--- src/rtl/svc_rv_mem_arb.sv ---
// Shares one single-port, 1-cycle-latency memory between the svc_rv fetch and data ports.
// Data normally wins. A fetch starved for STARVE_MAX cycles is forced and the displaced data op is replayed.
//   state  | meaning
//   NORMAL | arbitrate fetch vs data each cycle
//   REPLAY | issue the displaced data op, stall the core
module svc_rv_mem_arb #(
  parameter int XLEN       = 32,
  parameter int AW         = 32,
  parameter int STARVE_MAX = 2
) (
  input  logic              clock,
  input  logic              reset,
  input  logic              imem_arvalid,
  input  logic [AW-1:0]     imem_araddr,
  output logic              imem_arready,
  output logic [XLEN-1:0]   imem_rdata,
  output logic              imem_rvalid,
  input  logic              dmem_ren,
  input  logic [AW-1:0]     dmem_raddr,
  output logic [XLEN-1:0]   dmem_rdata,
  input  logic              dmem_we,
  input  logic [AW-1:0]     dmem_waddr,
  input  logic [XLEN-1:0]   dmem_wdata,
  input  logic [XLEN/8-1:0] dmem_wstrb,
  output logic              dmem_stall,
  output logic              mem_ren,
  output logic              mem_we,
  output logic [AW-1:0]     mem_addr,
  output logic [XLEN-1:0]   mem_wdata,
  output logic [XLEN/8-1:0] mem_wstrb,
  input  logic [XLEN-1:0]   mem_rdata
);

  localparam int SW = (STARVE_MAX > 0) ? $clog2(STARVE_MAX + 1) : 1;
  localparam logic [SW-1:0] STARVE_LIM = SW'(STARVE_MAX);

  typedef enum logic {NORMAL, REPLAY} state_t;
  typedef enum logic [1:0] {SRC_NONE, SRC_I, SRC_D} src_t;

  state_t              state, state_next;
  src_t                rd_src, rd_src_next;
  logic [SW-1:0]       starve_cnt, starve_next;
  logic                capture;
  logic                rep_we;
  logic [AW-1:0]       rep_addr;
  logic [XLEN-1:0]     rep_wdata;
  logic [XLEN/8-1:0]   rep_wstrb;
  logic                forced;

  assign forced = imem_arvalid && (starve_cnt == STARVE_LIM);

  always_ff @(posedge clock) begin
    if (reset) begin
      state      <= NORMAL;
      rd_src     <= SRC_NONE;
      starve_cnt <= '0;
      rep_we     <= 1'b0;
      rep_addr   <= '0;
      rep_wdata  <= '0;
      rep_wstrb  <= '0;
    end else begin
      state      <= state_next;
      rd_src     <= rd_src_next;
      starve_cnt <= starve_next;
      if (capture) begin
        rep_we    <= dmem_we;
        rep_addr  <= dmem_we ? dmem_waddr : dmem_raddr;
        rep_wdata <= dmem_wdata;
        rep_wstrb <= dmem_wstrb;
      end
    end
  end

  always_comb begin
    state_next  = state;
    capture     = 1'b0;
    rd_src_next = imem_arready ? SRC_I : (mem_ren ? SRC_D : SRC_NONE);
    starve_next = '0;
    if (imem_arvalid && !imem_arready)
      starve_next = (starve_cnt == STARVE_LIM) ? starve_cnt : starve_cnt + 1'b1;
    case (state)
      NORMAL: if (forced && (dmem_we || dmem_ren)) begin
        state_next = REPLAY;
        capture    = 1'b1;
      end
      REPLAY:  state_next = NORMAL;
      default: state_next = NORMAL;
    endcase
  end

  always_comb begin
    imem_arready = 1'b0;
    dmem_stall   = 1'b0;
    mem_ren      = 1'b0;
    mem_we       = 1'b0;
    mem_addr     = '0;
    mem_wdata    = '0;
    mem_wstrb    = '0;
    if (!reset) begin
      case (state)
        NORMAL: begin
          if (forced || (imem_arvalid && !dmem_we && !dmem_ren)) begin
            imem_arready = 1'b1;
            mem_ren      = 1'b1;
            mem_addr     = imem_araddr;
          end else if (dmem_we) begin
            mem_we    = 1'b1;
            mem_addr  = dmem_waddr;
            mem_wdata = dmem_wdata;
            mem_wstrb = dmem_wstrb;
          end else if (dmem_ren) begin
            mem_ren  = 1'b1;
            mem_addr = dmem_raddr;
          end
        end
        REPLAY: begin
          dmem_stall = 1'b1;
          mem_we     = rep_we;
          mem_ren    = !rep_we;
          mem_addr   = rep_addr;
          mem_wdata  = rep_wdata;
          mem_wstrb  = rep_wstrb;
        end
        default: ;
      endcase
    end
  end

  assign imem_rvalid = (rd_src == SRC_I) && !reset;
  assign imem_rdata  = mem_rdata;
  assign dmem_rdata  = mem_rdata;

endmodule

--- config.mk ---
export PLATFORM = sky130hd
export DESIGN_NAME = svc_rv_mem_arb
export DESIGN_NICKNAME = d
export VERILOG_FILES = /design/src/rtl/svc_rv_mem_arb.sv
export SDC_FILE = /design/constraint.sdc
export NUM_CORES = 1
export LEC_CHECK = 0
export ABC_CLOCK_PERIOD_IN_PS = 1950
export BUFFER_PORTS_ARGS = -buffer_cell sky130_fd_sc_hd__buf_4
export CORE_MARGIN = 10
export CORE_UTILIZATION = 45
export CTS_CLUSTER_SIZE = 10
export DETAILED_ROUTE_END_ITERATION = 8
export GPL_ROUTABILITY_DRIVEN = 0
export MAX_ROUTING_LAYER = met4
export PLACE_DENSITY = 0.82
export SLEW_MARGIN = 20
export SYNTH_ARGS = -nofsm -noshare
export SYNTH_HDL_FRONTEND = slang
export SYNTH_SLANG_ARGS = --single-unit
--- constraint.sdc ---
create_clock -name clock -period 1.95 [get_ports clock]
set_input_delay 0.39 -clock clock [delete_from_list [all_inputs] [get_ports clock]]
set_output_delay 0.39 -clock clock [all_outputs]
set_load 0.02 [all_outputs]
==> flow_results.xml, run 1 <==
<?xml version="1.0" encoding="UTF-8"?>
<metrics>
  <group name="die">
    <metric name="core" unit="um^2">11400</metric>
    <metric name="die_height" unit="um">127</metric>
    <metric name="fp.dieArea" unit="um^2">16200</metric>
    <metric name="row_count" unit="">39</metric>
    <metric name="floorplan.io_pins" unit="">306</metric>
    <metric name="die_w" unit="um">127</metric>
    <metric name="initial_utilization" unit="%">45.7</metric>
  </group>
  <group name="routing">
    <metric name="antenna_left" unit="">0</metric>
    <metric name="wl_per_cell" unit="um">21.2</metric>
    <metric name="viasPerCell" unit="">6.12</metric>
    <metric name="drt-pass1-iter-count" unit="">5</metric>
    <metric name="drt_wl_total" unit="mm">19.0</metric>
    <metric name="drt_drc_violations_left" unit="">0</metric>
    <metric name="vias" unit="">5481</metric>
    <metric name="drt_first_iter_violations" unit="">446</metric>
  </group>
  <group name="sta">
    <metric name="final.min_clock_period" unit="ps">2180</metric>
    <metric name="timing.final.setup_violations" unit="">69</metric>
    <metric name="slew_headroom" unit="%">53.1</metric>
    <metric name="layout_worst_path_cycle_share" unit="%">112</metric>
    <metric name="timing.setup.tns" unit="ps">-9660</metric>
    <metric name="fin_ws" unit="ps">-228</metric>
    <metric name="fin_skew" unit="ps">7.18</metric>
    <metric name="report.final.hold_viol_count" unit="">0</metric>
    <metric name="grt_setup_unrepaired" unit="">true</metric>
    <metric name="fmax" unit="MHz">459</metric>
    <metric name="worst_pin_slew" unit="ps">704</metric>
    <metric name="final.hold.worst_slack" unit="ps">332</metric>
    <metric name="final-max-slew-violation-count" unit="">0</metric>
  </group>
  <group name="critical_path">
    <metric name="timing.setup.critical_path_class" unit="">reg2out</metric>
    <metric name="timing.rr.start" unit="">starve_cnt[0]</metric>
    <metric name="path_common_cell" unit="">sky130_fd_sc_hd__buf_6</metric>
    <metric name="slowest_delay" unit="ps">320</metric>
    <metric name="cpMaxStageDelayCell" unit="">sky130_fd_sc_hd__dfxtp_2</metric>
    <metric name="startpoint_type" unit="">register</metric>
    <metric name="critical_path_arrival" unit="ps">1790</metric>
    <metric name="critPathBufInv" unit="">4</metric>
    <metric name="timing.critical_path.required" unit="ps">1560</metric>
    <metric name="worstPathCellList" unit="">inv_2 -&gt; ha_4 -&gt; a21oi_4 -&gt; and2_4 -&gt; buf_6 -&gt; buf_6 -&gt; a221oi_2 -&gt; buf_4</metric>
    <metric name="timing.critical_path.fanout_max" unit="">8</metric>
    <metric name="crit_start" unit="">starve_cnt[0]</metric>
    <metric name="critPathCaptureType" unit="">output port</metric>
    <metric name="crit_family" unit="">buffers and inverters</metric>
  </group>
  <group name="min_path">
    <metric name="hp-class" unit="">in2reg</metric>
    <metric name="holdCritStartpoint" unit="">dmem_wdata[9]</metric>
  </group>
  <group name="cts">
    <metric name="clk_transition_reported_paths" unit="ps">60</metric>
    <metric name="source_to_sink_clock_delay_at_the_later_pin_of_the_worst_skew_pair" unit="ps">330</metric>
    <metric name="tritoncts.num_buffers" unit="">9</metric>
    <metric name="ctsHtreeMaxLevel" unit="">3</metric>
    <metric name="cts.path.max_buffers" unit="">2</metric>
    <metric name="cts_root_buffer" unit="">sky130_fd_sc_hd__clkbuf_16</metric>
    <metric name="cts-hold-fix-buffers" unit="">0</metric>
    <metric name="cts_tree" unit="">yes</metric>
    <metric name="number_of_sinks_on_the_clock_net" unit="">74</metric>
  </group>
  <group name="logic_synthesis">
    <metric name="ys_warn_count" unit="">0</metric>
    <metric name="synth-edff-count" unit="">0</metric>
    <metric name="synth_largest_area_cell" unit="">sky130_fd_sc_hd__dfxtp_1</metric>
    <metric name="netlist-cell-type-count" unit="">35</metric>
    <metric name="postSynthCellCount" unit="">623</metric>
    <metric name="postSynthNetCount" unit="">793</metric>
    <metric name="synth-main-ff-cell" unit="">sky130_fd_sc_hd__dfxtp_1</metric>
    <metric name="ys_ff_latch" unit="">74</metric>
    <metric name="top_cells_by_area_synth" unit="">sky130_fd_sc_hd__dfxtp_1, sky130_fd_sc_hd__buf_4, sky130_fd_sc_hd__a221oi_2</metric>
    <metric name="async_sr_flop_fraction" unit="%">0</metric>
    <metric name="synth_top_area_share" unit="%">28.5</metric>
    <metric name="synth.avg_cell_area" unit="um^2">8.33</metric>
    <metric name="syn_area" unit="um^2">5190</metric>
    <metric name="yosysSeqAreaShare" unit="%">28.5</metric>
  </group>
  <group name="cells_and_area">
    <metric name="layout_common_cells" unit="">sky130_fd_sc_hd__buf_4, sky130_fd_sc_hd__a21oi_1, sky130_fd_sc_hd__dfxtp_1</metric>
    <metric name="layout.cells.most_common" unit="">sky130_fd_sc_hd__buf_4</metric>
    <metric name="finalCoreUtilization" unit="%">62.9</metric>
    <metric name="syn_to_final_growth" unit="%">37.7</metric>
    <metric name="fin_nets" unit="">918</metric>
    <metric name="antenna_diode_count" unit="">0</metric>
    <metric name="post_route_cells_drive_above_1_share" unit="%">46.1</metric>
    <metric name="stdcell_area" unit="um^2">7150</metric>
    <metric name="fin_cells" unit="">896</metric>
  </group>
  <group name="global_routing">
    <metric name="globalRoute.totalOverflow" unit="">0</metric>
    <metric name="grtUsageMet3" unit="%">4.92</metric>
    <metric name="groute.usage.overall" unit="%">21.6</metric>
    <metric name="first_pass_grt_wire_length" unit="mm">28.3</metric>
    <metric name="pin_count_of_the_biggest_net_entering_global_routing" unit="">69</metric>
    <metric name="globalRoute.busiestLayer" unit="">met2</metric>
    <metric name="grtUsageMet2" unit="%">36.5</metric>
    <metric name="globalRouteMet1Util" unit="%">23.6</metric>
    <metric name="antenna_found_initial" unit="">0</metric>
    <metric name="first_global_vias" unit="">5557</metric>
  </group>
  <group name="placed_design">
    <metric name="pre_cts_ws" unit="ps">-191</metric>
    <metric name="post-place-cells" unit="">873</metric>
    <metric name="placed_area" unit="um^2">6650</metric>
    <metric name="detailed_place_hpwl" unit="mm">13.5</metric>
    <metric name="io_buffer_count" unit="">209</metric>
  </group>
  <group name="pwr">
    <metric name="power" unit="mW">4.35</metric>
    <metric name="peakVddDrop" unit="mV">0.489</metric>
    <metric name="p_leak" unit="nW">2.82</metric>
    <metric name="power_density" unit="nW/um^2">609</metric>
  </group>
  <group name="status">
    <metric name="failed_checks" unit="">negative setup slack</metric>
    <metric name="run_status" unit="">finished, violations left</metric>
  </group>
  <group name="flow_run">
    <metric name="max-cap-violations" unit="">0</metric>
  </group>
</metrics>
## sequential cells by signal, summed over array words and instances, names as in the netlist
signal,count
rd_src,2
rep_addr,32
rep_wdata,32
rep_we,1
rep_wstrb,4
starve_cnt,2
state,1
## final cells by class
class                   instances  area (um^2)
repair buffers                257         2140
clock inverters                 6         66.3
clock buffers                  10          239
multi-input cells             403         3030
flip-flops and latches         74         1490
fillers                       928         4220
well taps                     143          179
inverters                       3         15.0
## routing by layer
layer,up-vias,wire length (um)
li1,2529,-
met1,2594,7490
met2,282,9580
met3,76,1210
met4,0,697
met5,-,0
## power by group
part,internal [mW],leakage (nW),switching (mW)
logic,0.547,2.08,0.596
registers,1.53,0.599,0.0101
clock network,1.03,0.141,0.647
total,3.10,2.82,1.25
## cells in the mapped netlist, drive strengths merged, types with 32 or more instances
cell and count:
buf 106, a21oi 74, dfxtp 74, nor2 41
clkbuf 37, a32oi 36, nand3 36, o31ai 36
nand2 35, a211oi 32, a221oi 32, mux2i 32
o21bai 32
## cell families (layout without fill, tap and decap cells)
logic type / after synthesis / after routing / synth area share (%)
AO/OA/AOI/OAI: 245 / 245 / 37.4
XOR/XNOR: 1 / 1 / 0.169
adder cells (fa/ha/maj): 1 / 1 / 0.241
buffers and inverters: 146 / 276 / 16.7
flip-flops: 74 / 74 / 28.5
multiplexers: 32 / 32 / 6.17
AND/OR/NAND/NOR: 124 / 124 / 10.8
## path summary, 6_finish.rpt
kind                        end  slack, ps  depth (start not counted)
setup / recovery   mem_addr[26]       -230                          8
hold / removal     rep_wdata[9]        330                          3
hold reg to reg   rep_wdata[29]        470                          2
setup reg to reg   rep_addr[13]        190                          7
## timing repair
| item | 4_1_cts | 5_1_grt |
|---|---|---|
| pin swaps | 22 | 7 |
| resized for setup | 17 | 9 |
| setup buffers | 7 | 1 |
| endpoints found under the setup margin | 71 | 71 |
| gates cloned | 1 | 3 |
## worst register-to-register path: stages, from the launching register on
cell and delay, ps:
sky130_fd_sc_hd__dfxtp_2 330, sky130_fd_sc_hd__inv_2 40, sky130_fd_sc_hd__ha_4 160, sky130_fd_sc_hd__nand2_1 120, sky130_fd_sc_hd__buf_4 430, sky130_fd_sc_hd__nor3_4 70, sky130_fd_sc_hd__buf_12 180, sky130_fd_sc_hd__a211oi_1 310
Note: power is estimated with default switching activity, not from simulation.
==> run 2, diff against run 1 <==
Settings changed: ABC_CLOCK_PERIOD_IN_PS 1950 to 2770, CORE_UTILIZATION 45 to 48, PLACE_DENSITY 0.82 to 0.87.
Clock period 1.95 ns to 2.77 ns, I/O delays scaled along.
==> run 2 against run 1 <==
  * The run now ends clean
  * Die area fell by 5.3%
  * Setup slack gained 370 ps
  * Register-to-register slack improved by 650 ps
  * Cell count down 4.4%
  * Flip-flop and latch count unchanged
  * Global-route usage up 1.1 points
  * Critical path depth shrank 1
  * Worst hold slack better by 140 ps
  * Clock skew rose by 4.6 ps
  * Core utilization grew 0.052 points
  * Final area is 8.3% lower
  * Combinational power fell by 37%
  * Critical endpoint is now mem_wdata[11]
  * Largest power group is now sequential cells
==> flow_results.xml, run 2 (synthesized netlist as in run 1, its figures left out) <==
<?xml version="1.0" encoding="UTF-8"?>
<metrics>
  <group name="status">
    <metric name="run_status" unit="">finished clean</metric>
  </group>
  <group name="critical_path">
    <metric name="cp.depth" unit="">7</metric>
    <metric name="slowest_delay" unit="ps">390</metric>
    <metric name="worstRegToRegCells" unit="">6</metric>
    <metric name="timing.setup.critical_path_class" unit="">reg2out</metric>
    <metric name="timing.critical_path.required" unit="ps">2220</metric>
    <metric name="timing.rr.start" unit="">starve_cnt[0]</metric>
    <metric name="r2r-end" unit="">rep_addr[19]</metric>
    <metric name="critical_path_arrival" unit="ps">2070</metric>
    <metric name="critPathCaptureType" unit="">output port</metric>
    <metric name="crit_family" unit="">buffers and inverters</metric>
    <metric name="critPathBufInv" unit="">3</metric>
    <metric name="cpMaxStageDelayCell" unit="">sky130_fd_sc_hd__buf_4</metric>
    <metric name="r2r_slack" unit="ps">840</metric>
    <metric name="startpoint_type" unit="">register</metric>
    <metric name="path_common_cell" unit="">sky130_fd_sc_hd__buf_4</metric>
    <metric name="worstPathCellList" unit="">inv_1 -&gt; ha_2 -&gt; a21oi_4 -&gt; buf_4 -&gt; a32oi_1 -&gt; nor2_1 -&gt; buf_4</metric>
    <metric name="timing.critical_path.fanout_max" unit="">38</metric>
  </group>
  <group name="die">
    <metric name="row_count" unit="">37</metric>
    <metric name="initial_utilization" unit="%">49.8</metric>
    <metric name="die_w" unit="um">124</metric>
    <metric name="fp.dieArea" unit="um^2">15400</metric>
    <metric name="floorplan.io_pins" unit="">306</metric>
    <metric name="core" unit="um^2">10400</metric>
    <metric name="die_height" unit="um">124</metric>
  </group>
  <group name="cts">
    <metric name="cts_tree" unit="">yes</metric>
    <metric name="cts.path.max_buffers" unit="">2</metric>
    <metric name="clk_transition_reported_paths" unit="ps">80</metric>
    <metric name="source_to_sink_clock_delay_at_the_later_pin_of_the_worst_skew_pair" unit="ps">340</metric>
    <metric name="post-cts-setup-buffers" unit="">0</metric>
    <metric name="number_of_sinks_on_the_clock_net" unit="">74</metric>
    <metric name="cts_root_buffer" unit="">sky130_fd_sc_hd__clkbuf_8</metric>
    <metric name="ctsHtreeMaxLevel" unit="">3</metric>
    <metric name="tritoncts.num_buffers" unit="">9</metric>
  </group>
  <group name="pwr">
    <metric name="power_density" unit="nW/um^2">424</metric>
    <metric name="peakVddDrop" unit="mV">0.299</metric>
    <metric name="p_leak" unit="nW">2.58</metric>
  </group>
  <group name="cells_and_area">
    <metric name="post_route_cells_drive_above_1_share" unit="%">38.8</metric>
    <metric name="biggestRegsByFlops" unit="">rep_addr: 32 flops, rep_wdata: 32 flops, rep_wstrb: 4 flops</metric>
    <metric name="finalCoreUtilization" unit="%">63.0</metric>
    <metric name="antenna_diode_count" unit="">0</metric>
    <metric name="fin_nets" unit="">888</metric>
    <metric name="layout.cells.most_common" unit="">sky130_fd_sc_hd__buf_4</metric>
    <metric name="stdcell_area" unit="um^2">6560</metric>
    <metric name="syn_to_final_growth" unit="%">26.3</metric>
    <metric name="fillerInstances" unit="">878</metric>
    <metric name="layout_common_cells" unit="">sky130_fd_sc_hd__buf_4, sky130_fd_sc_hd__dfxtp_1, sky130_fd_sc_hd__a21oi_1</metric>
  </group>
  <group name="sta">
    <metric name="worst_pin_slew" unit="ps">600</metric>
    <metric name="fin_ws" unit="ps">143</metric>
    <metric name="report.final.hold_viol_count" unit="">0</metric>
    <metric name="final-max-slew-violation-count" unit="">0</metric>
    <metric name="timing.setup.tns" unit="ps">0</metric>
    <metric name="final.min_clock_period" unit="ps">2630</metric>
    <metric name="fin_skew" unit="ps">11.8</metric>
    <metric name="slew_headroom" unit="%">60.0</metric>
    <metric name="timing.final.setup_violations" unit="">0</metric>
    <metric name="grt_setup_unrepaired" unit="">false</metric>
    <metric name="fmax" unit="MHz">381</metric>
    <metric name="final.hold.worst_slack" unit="ps">473</metric>
    <metric name="layout_worst_path_cycle_share" unit="%">94.8</metric>
  </group>
  <group name="placed_design">
    <metric name="io_buffer_count" unit="">209</metric>
    <metric name="placed_area" unit="um^2">6320</metric>
    <metric name="detailed_place_hpwl" unit="mm">13.1</metric>
    <metric name="pre_cts_ws" unit="ps">159</metric>
  </group>
  <group name="routing">
    <metric name="drt-pass1-iter-count" unit="">7</metric>
    <metric name="drt_drc_violations_left" unit="">0</metric>
    <metric name="viasPerCell" unit="">6.28</metric>
    <metric name="antenna_left" unit="">0</metric>
    <metric name="met2RoutedLength" unit="mm">9.66</metric>
    <metric name="drt_wl_total" unit="mm">18.2</metric>
    <metric name="top_signal_layer_used" unit="">met4</metric>
    <metric name="wl_per_cell" unit="um">21.2</metric>
    <metric name="vias" unit="">5381</metric>
    <metric name="drt_first_iter_violations" unit="">472</metric>
    <metric name="wl_met1" unit="mm">6.73</metric>
    <metric name="route.met3.wl" unit="mm">1.12</metric>
  </group>
  <group name="global_routing">
    <metric name="first_global_vias" unit="">5400</metric>
    <metric name="antenna_found_initial" unit="">0</metric>
    <metric name="globalRoute.totalOverflow" unit="">0</metric>
    <metric name="groute.usage.overall" unit="%">22.7</metric>
    <metric name="first_pass_grt_wire_length" unit="mm">27.7</metric>
    <metric name="pin_count_of_the_biggest_net_entering_global_routing" unit="">80</metric>
  </group>
  <group name="flow_run">
    <metric name="max-cap-violations" unit="">0</metric>
  </group>
  <group name="min_path">
    <metric name="holdPathStages" unit="">3</metric>
    <metric name="holdCritStartpoint" unit="">dmem_wdata[10]</metric>
    <metric name="hold-path-endpoint" unit="">rep_wdata[10]</metric>
    <metric name="hp-class" unit="">in2reg</metric>
  </group>
</metrics>
## run 2: changes by cell type in the layout (fill, tap and decap cells not counted), moves of 3 or more
cell	previous run	this run
sky130_fd_sc_hd__a221oi_2	27	30
sky130_fd_sc_hd__clkbuf_8	1	9
sky130_fd_sc_hd__nor2_2	28	0
sky130_fd_sc_hd__buf_6	12	0
sky130_fd_sc_hd__nor2_1	12	40
sky130_fd_sc_hd__clkbuf_16	11	0
sky130_fd_sc_hd__a221oi_4	5	0
sky130_fd_sc_hd__buf_4	232	220
## run 2: worst register-to-register path, cell delays in order (launching register included)
cell,delay [ps]
sky130_fd_sc_hd__dfxtp_1,320
sky130_fd_sc_hd__inv_1,70
sky130_fd_sc_hd__ha_2,280
sky130_fd_sc_hd__and3b_2,530
sky130_fd_sc_hd__buf_12,290
sky130_fd_sc_hd__a21oi_1,160
sky130_fd_sc_hd__a211oi_1,210
## run 2: where the power goes
| group | internal [mW] | switching, mW | total, mW |
|---|---|---|---|
| logic | 0.334 | 0.383 | 0.717 |
| registers | 1.08 | 0.00690 | 1.08 |
| clock network | 0.589 | 0.394 | 0.983 |
## run 2: final cells by class
| class | instances | area (um^2) | area share [%] |
|---|---|---|---|
| Inverter | 3 | 11.3 | 0.172 |
| Clock inverter | 5 | 105 | 1.60 |
| Tap cell | 136 | 170 | 2.59 |
| Clock buffer | 9 | 124 | 1.89 |
| Timing Repair Buffer | 227 | 1790 | 27.3 |
| Sequential cell | 74 | 1480 | 22.6 |
| Multi-Input combinational cell | 403 | 2870 | 43.8 |
## run 2: timing repair
action,4_1_cts,5_1_grt
hold buffers,0,0
cloned,0,0
resized for setup,1,1
endpoints found under the setup margin,1,1
## run 2: worst max path at each step
| stage | start | endpoint | slack [ps] |
|---|---|---|---|
| 6_report | starve_cnt[0] | mem_wdata[11] | 140 |
| 5_1_grt | starve_cnt[0] | mem_wdata[11] | 10 |
| 4_1_cts | starve_cnt[0] | mem_addr[8] | 80 |
| 3_5_place_dp | dmem_we | mem_addr[8] | 160 |
| 3_3_place_gp | dmem_we | mem_addr[6] | 220 |
| 2_1_floorplan | dmem_we | imem_arready | 240 |
## run 2: through the flow
step | cells | power, mW
final | 857 | 2.78
after global routing | 857 | 2.89
after detailed placement | 843 | 1.82
after floorplan | 623 | 1.62
after CTS | 857 | 2.80
after global placement | 843 | 1.80
## run 2: routing by layer
metal	track usage [%]	up-vias
li1	-	2465
met2	39.7	263
met1	24.2	2582
met3	3.44	71
met5	-	-
met4	12.2	0
